`config.mk`:
```
export PLATFORM = sky130hd
export DESIGN_NAME = gpu_op_arbiter
export DESIGN_NICKNAME = d
export VERILOG_FILES = /design/src/rtl/gpu_op_arbiter.sv
export SDC_FILE = /design/constraint.sdc
export NUM_CORES = 1
export LEC_CHECK = 0
export ABC_AREA = 0
export CORE_AREA = 3 3 107 109
export CTS_BUF_LIST = sky130_fd_sc_hd__clkbuf_8
export CTS_CLUSTER_DIAMETER = 100
export DETAILED_ROUTE_END_ITERATION = 12
export DIE_AREA = 0 0 110 112
export PLACE_DENSITY = 0.65
export SLEW_MARGIN = 20
export SYNTH_ARGS = -nofsm -noshare
export SYNTH_HDL_FRONTEND = slang
export SYNTH_SLANG_ARGS = --single-unit
```
`constraint.sdc`:
```
create_clock -name clk -period 6.85 [get_ports clk]
set_input_delay 1.0275 -clock clk [delete_from_list [all_inputs] [get_ports clk]]
set_output_delay 1.0275 -clock clk [all_outputs]
set_load 0.02 [all_outputs]
```
`src/rtl/gpu_op_arbiter.sv`:
```
// Round-robin arbiter with packet lock that shares one GPU op port between NUM_REQ sources.
// Optional stall timeout is enabled by defining GPU_OP_ARBITER_TIMEOUT_EN.
module gpu_op_arbiter #(
  parameter int NUM_REQ  = 3,
  parameter int OP_WIDTH = 64,
  parameter int TIMEOUT  = 1024
) (
  input  logic                         clk,
  input  logic                         rst,
  input  logic                         ce,
  input  logic [NUM_REQ*OP_WIDTH-1:0]  req_op,
  input  logic [NUM_REQ-1:0]           req_valid,
  input  logic [NUM_REQ-1:0]           req_last,
  output logic [NUM_REQ-1:0]           req_ready,
  output logic [OP_WIDTH-1:0]          op,
  output logic                         op_valid,
  input  logic                         op_ready,
  output logic [NUM_REQ-1:0]           grant,
  output logic                         busy
`ifdef GPU_OP_ARBITER_TIMEOUT_EN
  ,
  output logic                         timeout
`endif
);

  localparam int PTR_W = (NUM_REQ > 1) ? $clog2(NUM_REQ) : 1;

  if (NUM_REQ < 2 || NUM_REQ > 8 || TIMEOUT < 1) begin : g_bad_param
    $error("gpu_op_arbiter: NUM_REQ must be 2..8 and TIMEOUT at least 1");
  end

  typedef enum logic {IDLE, LOCKED} state_e;

  state_e               state_q, state_d;
  logic [NUM_REQ-1:0]   grant_q, grant_d;
  logic [PTR_W-1:0]     rr_ptr_q, rr_ptr_d;
  logic [PTR_W-1:0]     winner;
  logic [PTR_W-1:0]     scan_idx;
  logic                 found;
  logic                 owner_valid;
  logic                 xfer;
  logic [OP_WIDTH-1:0]  ops [NUM_REQ];

  for (genvar i = 0; i < NUM_REQ; i++) begin : g_ops
    assign ops[i] = req_op[i*OP_WIDTH +: OP_WIDTH];
  end

`ifdef GPU_OP_ARBITER_TIMEOUT_EN
  localparam int STALL_W = $clog2(TIMEOUT + 1);
  logic [STALL_W-1:0] stall_q, stall_d;
`endif

  // rr_ptr doubles as the owner index while LOCKED, since it always holds the last winner.
  always_comb begin
    found    = 1'b0;
    winner   = rr_ptr_q;
    scan_idx = '0;
    for (int k = 1; k <= NUM_REQ; k++) begin
      scan_idx = PTR_W'((int'(rr_ptr_q) + k) % NUM_REQ);
      if (!found && req_valid[scan_idx]) begin
        found  = 1'b1;
        winner = scan_idx;
      end
    end
  end

  always_comb begin
    state_d     = state_q;
    grant_d     = grant_q;
    rr_ptr_d    = rr_ptr_q;
    req_ready   = '0;
    op_valid    = 1'b0;
    op          = '0;
    owner_valid = req_valid[rr_ptr_q];
    xfer        = 1'b0;
`ifdef GPU_OP_ARBITER_TIMEOUT_EN
    stall_d     = stall_q;
    timeout     = 1'b0;
`endif
    case (state_q)
      IDLE: begin
`ifdef GPU_OP_ARBITER_TIMEOUT_EN
        stall_d = '0;
`endif
        if (ce && found) begin
          state_d  = LOCKED;
          grant_d  = NUM_REQ'(1) << winner;
          rr_ptr_d = winner;
        end
      end
      LOCKED: begin
        op       = ops[rr_ptr_q];
        op_valid = ce & owner_valid;
        if (ce && op_ready) req_ready = grant_q;
        xfer = ce & owner_valid & op_ready;
        if (xfer && req_last[rr_ptr_q]) begin
          state_d = IDLE;
          grant_d = '0;
        end
`ifdef GPU_OP_ARBITER_TIMEOUT_EN
        // A stalled owner is evicted; rr_ptr stays on it so it loses priority next round.
        if (xfer) begin
          stall_d = '0;
        end else if (ce && !owner_valid) begin
          if (stall_q == STALL_W'(TIMEOUT - 1)) begin
            timeout = 1'b1;
            stall_d = '0;
            state_d = IDLE;
            grant_d = '0;
          end else begin
            stall_d = stall_q + STALL_W'(1);
          end
        end
`endif
      end
      default: state_d = IDLE;
    endcase
  end

  always_ff @(posedge clk or posedge rst) begin
    if (rst) begin
      state_q  <= IDLE;
      grant_q  <= '0;
      rr_ptr_q <= PTR_W'(NUM_REQ - 1);
`ifdef GPU_OP_ARBITER_TIMEOUT_EN
      stall_q  <= '0;
`endif
    end else begin
      state_q  <= state_d;
      grant_q  <= grant_d;
      rr_ptr_q <= rr_ptr_d;
`ifdef GPU_OP_ARBITER_TIMEOUT_EN
      stall_q  <= stall_d;
`endif
    end
  end

  assign grant = grant_q;
  assign busy  = (state_q == LOCKED);

endmodule

```
==> run metrics <==
Sw Share=51.5%; Tmin final=4.06 ns; die height=112 µm; Worst R2R Path Depth=7; die area=12300 µm²; R2R setup slack=3.85 ns; period utilization=59.2%; largest net degree at the start of global routing=73; post-synth top area share=31.2%; layout cells sized above 1=3.20%; Iter 0 DRT Violations=91; worst hold-check path type=flip-flop to flip-flop; first-pass GRT wire length=17300 µm; Worst Setup Start Kind=flip-flop; Synth cell types=34; EDFF count, synth=0; Hold WS=0.507 ns; RSZ-0062 raised after global routing=false; CTS root buf=clkbuf_8; Buffers & Inverters on Critical Path=2; worst path cell trace=nor2_4 > buf_4 > a21oi_1 > nor2_1 > clkdlybuf4s50_1; CTS Sinks=6; Slew Limit Fails=0; CP peak stage delay=1.31 ns; Mapped Area=2120 µm²; clk_lat worst skew=0.22 ns; initial antenna violation count=0; NetSw=875 µW; area grow syn2layout=134%; crit path max-delay cell type=dfstp_4; critical path required time=5.82 ns; total wire length=11700 µm; CP delay by family, top=flip-flops; Remaining DRCs=0; Combinational Power Share=88.7%; die width=110 µm; outcome=finished clean; Clock Skews=0.00340 ns; Synth Instances=343; Arr. time, crit path=3.03 ns; GRT Util Overall=17.4%; Mapped Avg Cell Area=6.18 µm²; Rows=38; Storage cell area=156 µm²; register area share after synthesis=7.14%; Fillers=1099; I/O pin count=274; number of port buffers=273; WS Path Type=flip-flop to primary output; vias in the first global route=3502; post-route ant nets=0; drt wl/cell=15.9 µm; Post-CTS Resized=0; Static Leakage=1.97 nW; FF-to-FF Start=rr_ptr_q[1]; Clock Path Buffers=2; syn nets=549; Fin. Hold Viols=0; Reg clk slew, reported paths=0.04 ns; Final HPWL DP=9320 µm; pwr/cell area=342 nW/µm²; Yosys reg bits=6; crit-path max FO=72; multi-input logic area=1810 µm²; Nets=801; relative slew slack=27.9%; cts hold-fix bufs=0; Yosys warnings=0; setup bufs post-CTS=0; # diodes=0; Initial Util=19.8%; Pre-Repair DR Iteration Count=4; Inserted Clock Buffers=3; DR vias=3420; CP endpoint kind=primary output; Core ar.=10700 µm²; Synth area leader=mux2i_1; share of async-settable or async-resettable flops after synthesis=100%; internal power=825 µW; gr ovfl total=0; register share of total power=8.1%; critical path depth=5; Worst VDD drop=203 µV; H-tree depth=1; setup violators final=0; Max Clk Rate=0.246 GHz; Synth Flop Type=dfrtp_1; worst hold start=grant[2]; average vias per placed instance=4.66; Worst Tran Pin Value=1.08 ns; worst r2r dst=grant[1]; clock share of power=3.1%; MaxCap Viol Count=0; GP Congestion=0.862; CTS tree=built; setup TNS=0 ns; CP startpoint=rr_ptr_q[1]; crit path to=op[20]; largest cells by area after synthesis=mux2i_1 31%, nor2_1 23%, a21oi_1 16%, dfrtp_1 5.9%, buf_2 2.4%
## layer usage
metal | vias to the layer above | part of all wire (%) | GRT usage [%]
met3 | 16 | 13 | 6.03
met1 | 1543 | 37 | 18.3
met4 | 0 | 2.1 | 4.49
met5 | - | 0 | 0
li1 | 1672 | - | -
met2 | 189 | 48 | 32.3
## synthesized netlist by cell type, drive strengths merged (2+ instances only)
library cell and n:
nor2 129, a21oi 68, mux2i 66, buf 17, clkbuf 12, inv 7, dfrtp 5, a21o 4
ha 4, and2 3, and3 3, nand2 3, o21ai 3, a211oi 2, nand3 2, nand3b 2
## power by group through the flow
stage               Clock (mW)  Sequential (mW)  Combinational, mW
floorplan                    0           0.0741              0.910
global placement             0            0.139               1.51
detailed placement           0            0.141               1.52
CTS                     0.0559            0.140               1.53
global route            0.0578            0.147               1.64
finish                  0.0533            0.138               1.51
## stage by stage
stage / total power [mW] / area (µm²) / std cells / util, % / setup slack [ns]
global placement: 1.65 / 4920 / 730 / 46.0 / 3.04
global route: 1.84 / 4970 / 734 / 46.4 / 2.59
floorplan: 0.984 / 2120 / 343 / - / 4.27
finish: 1.70 / 4970 / 734 / 46.4 / 2.79
detailed placement: 1.66 / 4920 / 730 / 46.0 / 2.98
CTS: 1.72 / 4970 / 734 / 46.4 / 2.74
## cell usage in the layout (no fill, tap or decap), types with 2 or more instances in the layout
cell             synthesis  routed
nand3b_1                 2       2
clkbuf_8                 0       3
ha_1                     4       4
and3_1                   3       3
nor2_1                 128     128
dfrtp_1                  5       4
and2_1                   3       3
a211oi_2                 2       2
inv_2                    1       2
inv_1                    6       6
mux2i_1                 66      66
a21oi_1                 67      67
clkdlybuf4s50_1          0     273
nand3_1                  2       2
nand2_1                  3       3
a21o_1                   4       4
buf_4                    4       3
o21ai_1                  3       3
## cell families (layout without fill, tap and decap cells)
group	Yosys count	after routing	synth area share, %
AND/OR/NAND/NOR	144	144	27.1
adder cells (fa/ha/maj)	4	4	2.36
multiplexers	66	66	31.2
flip-flops	6	6	7.14
buffers and inverters	36	287	7.67
AO/OA/AOI/OAI	87	87	24.6
## state kept, by name, summed over array words and instances, names as in the netlist
register and flops:
busy 1, grant 3, rr_ptr_q 2
## cell type report
type                    count  area share, %
inverters                   7          0.529
repair buffers            276           55.5
flip-flops and latches      6           3.15
well taps                 140           3.53
multi-input cells         301           36.4
clock buffers               3          0.831
clock inverters             1         0.0755
## worst min path at each step
stage	endpoint	slack (ns)	cells after the start
global route	grant[2]	0.52	1
detailed placement	grant[2]	0.50	1
CTS	grant[2]	0.51	1
finish	grant[2]	0.51	1
global placement	grant[2]	0.49	1
floorplan	grant[2]	0.61	1
No activity file was read; power rests on OpenSTA's default activity.
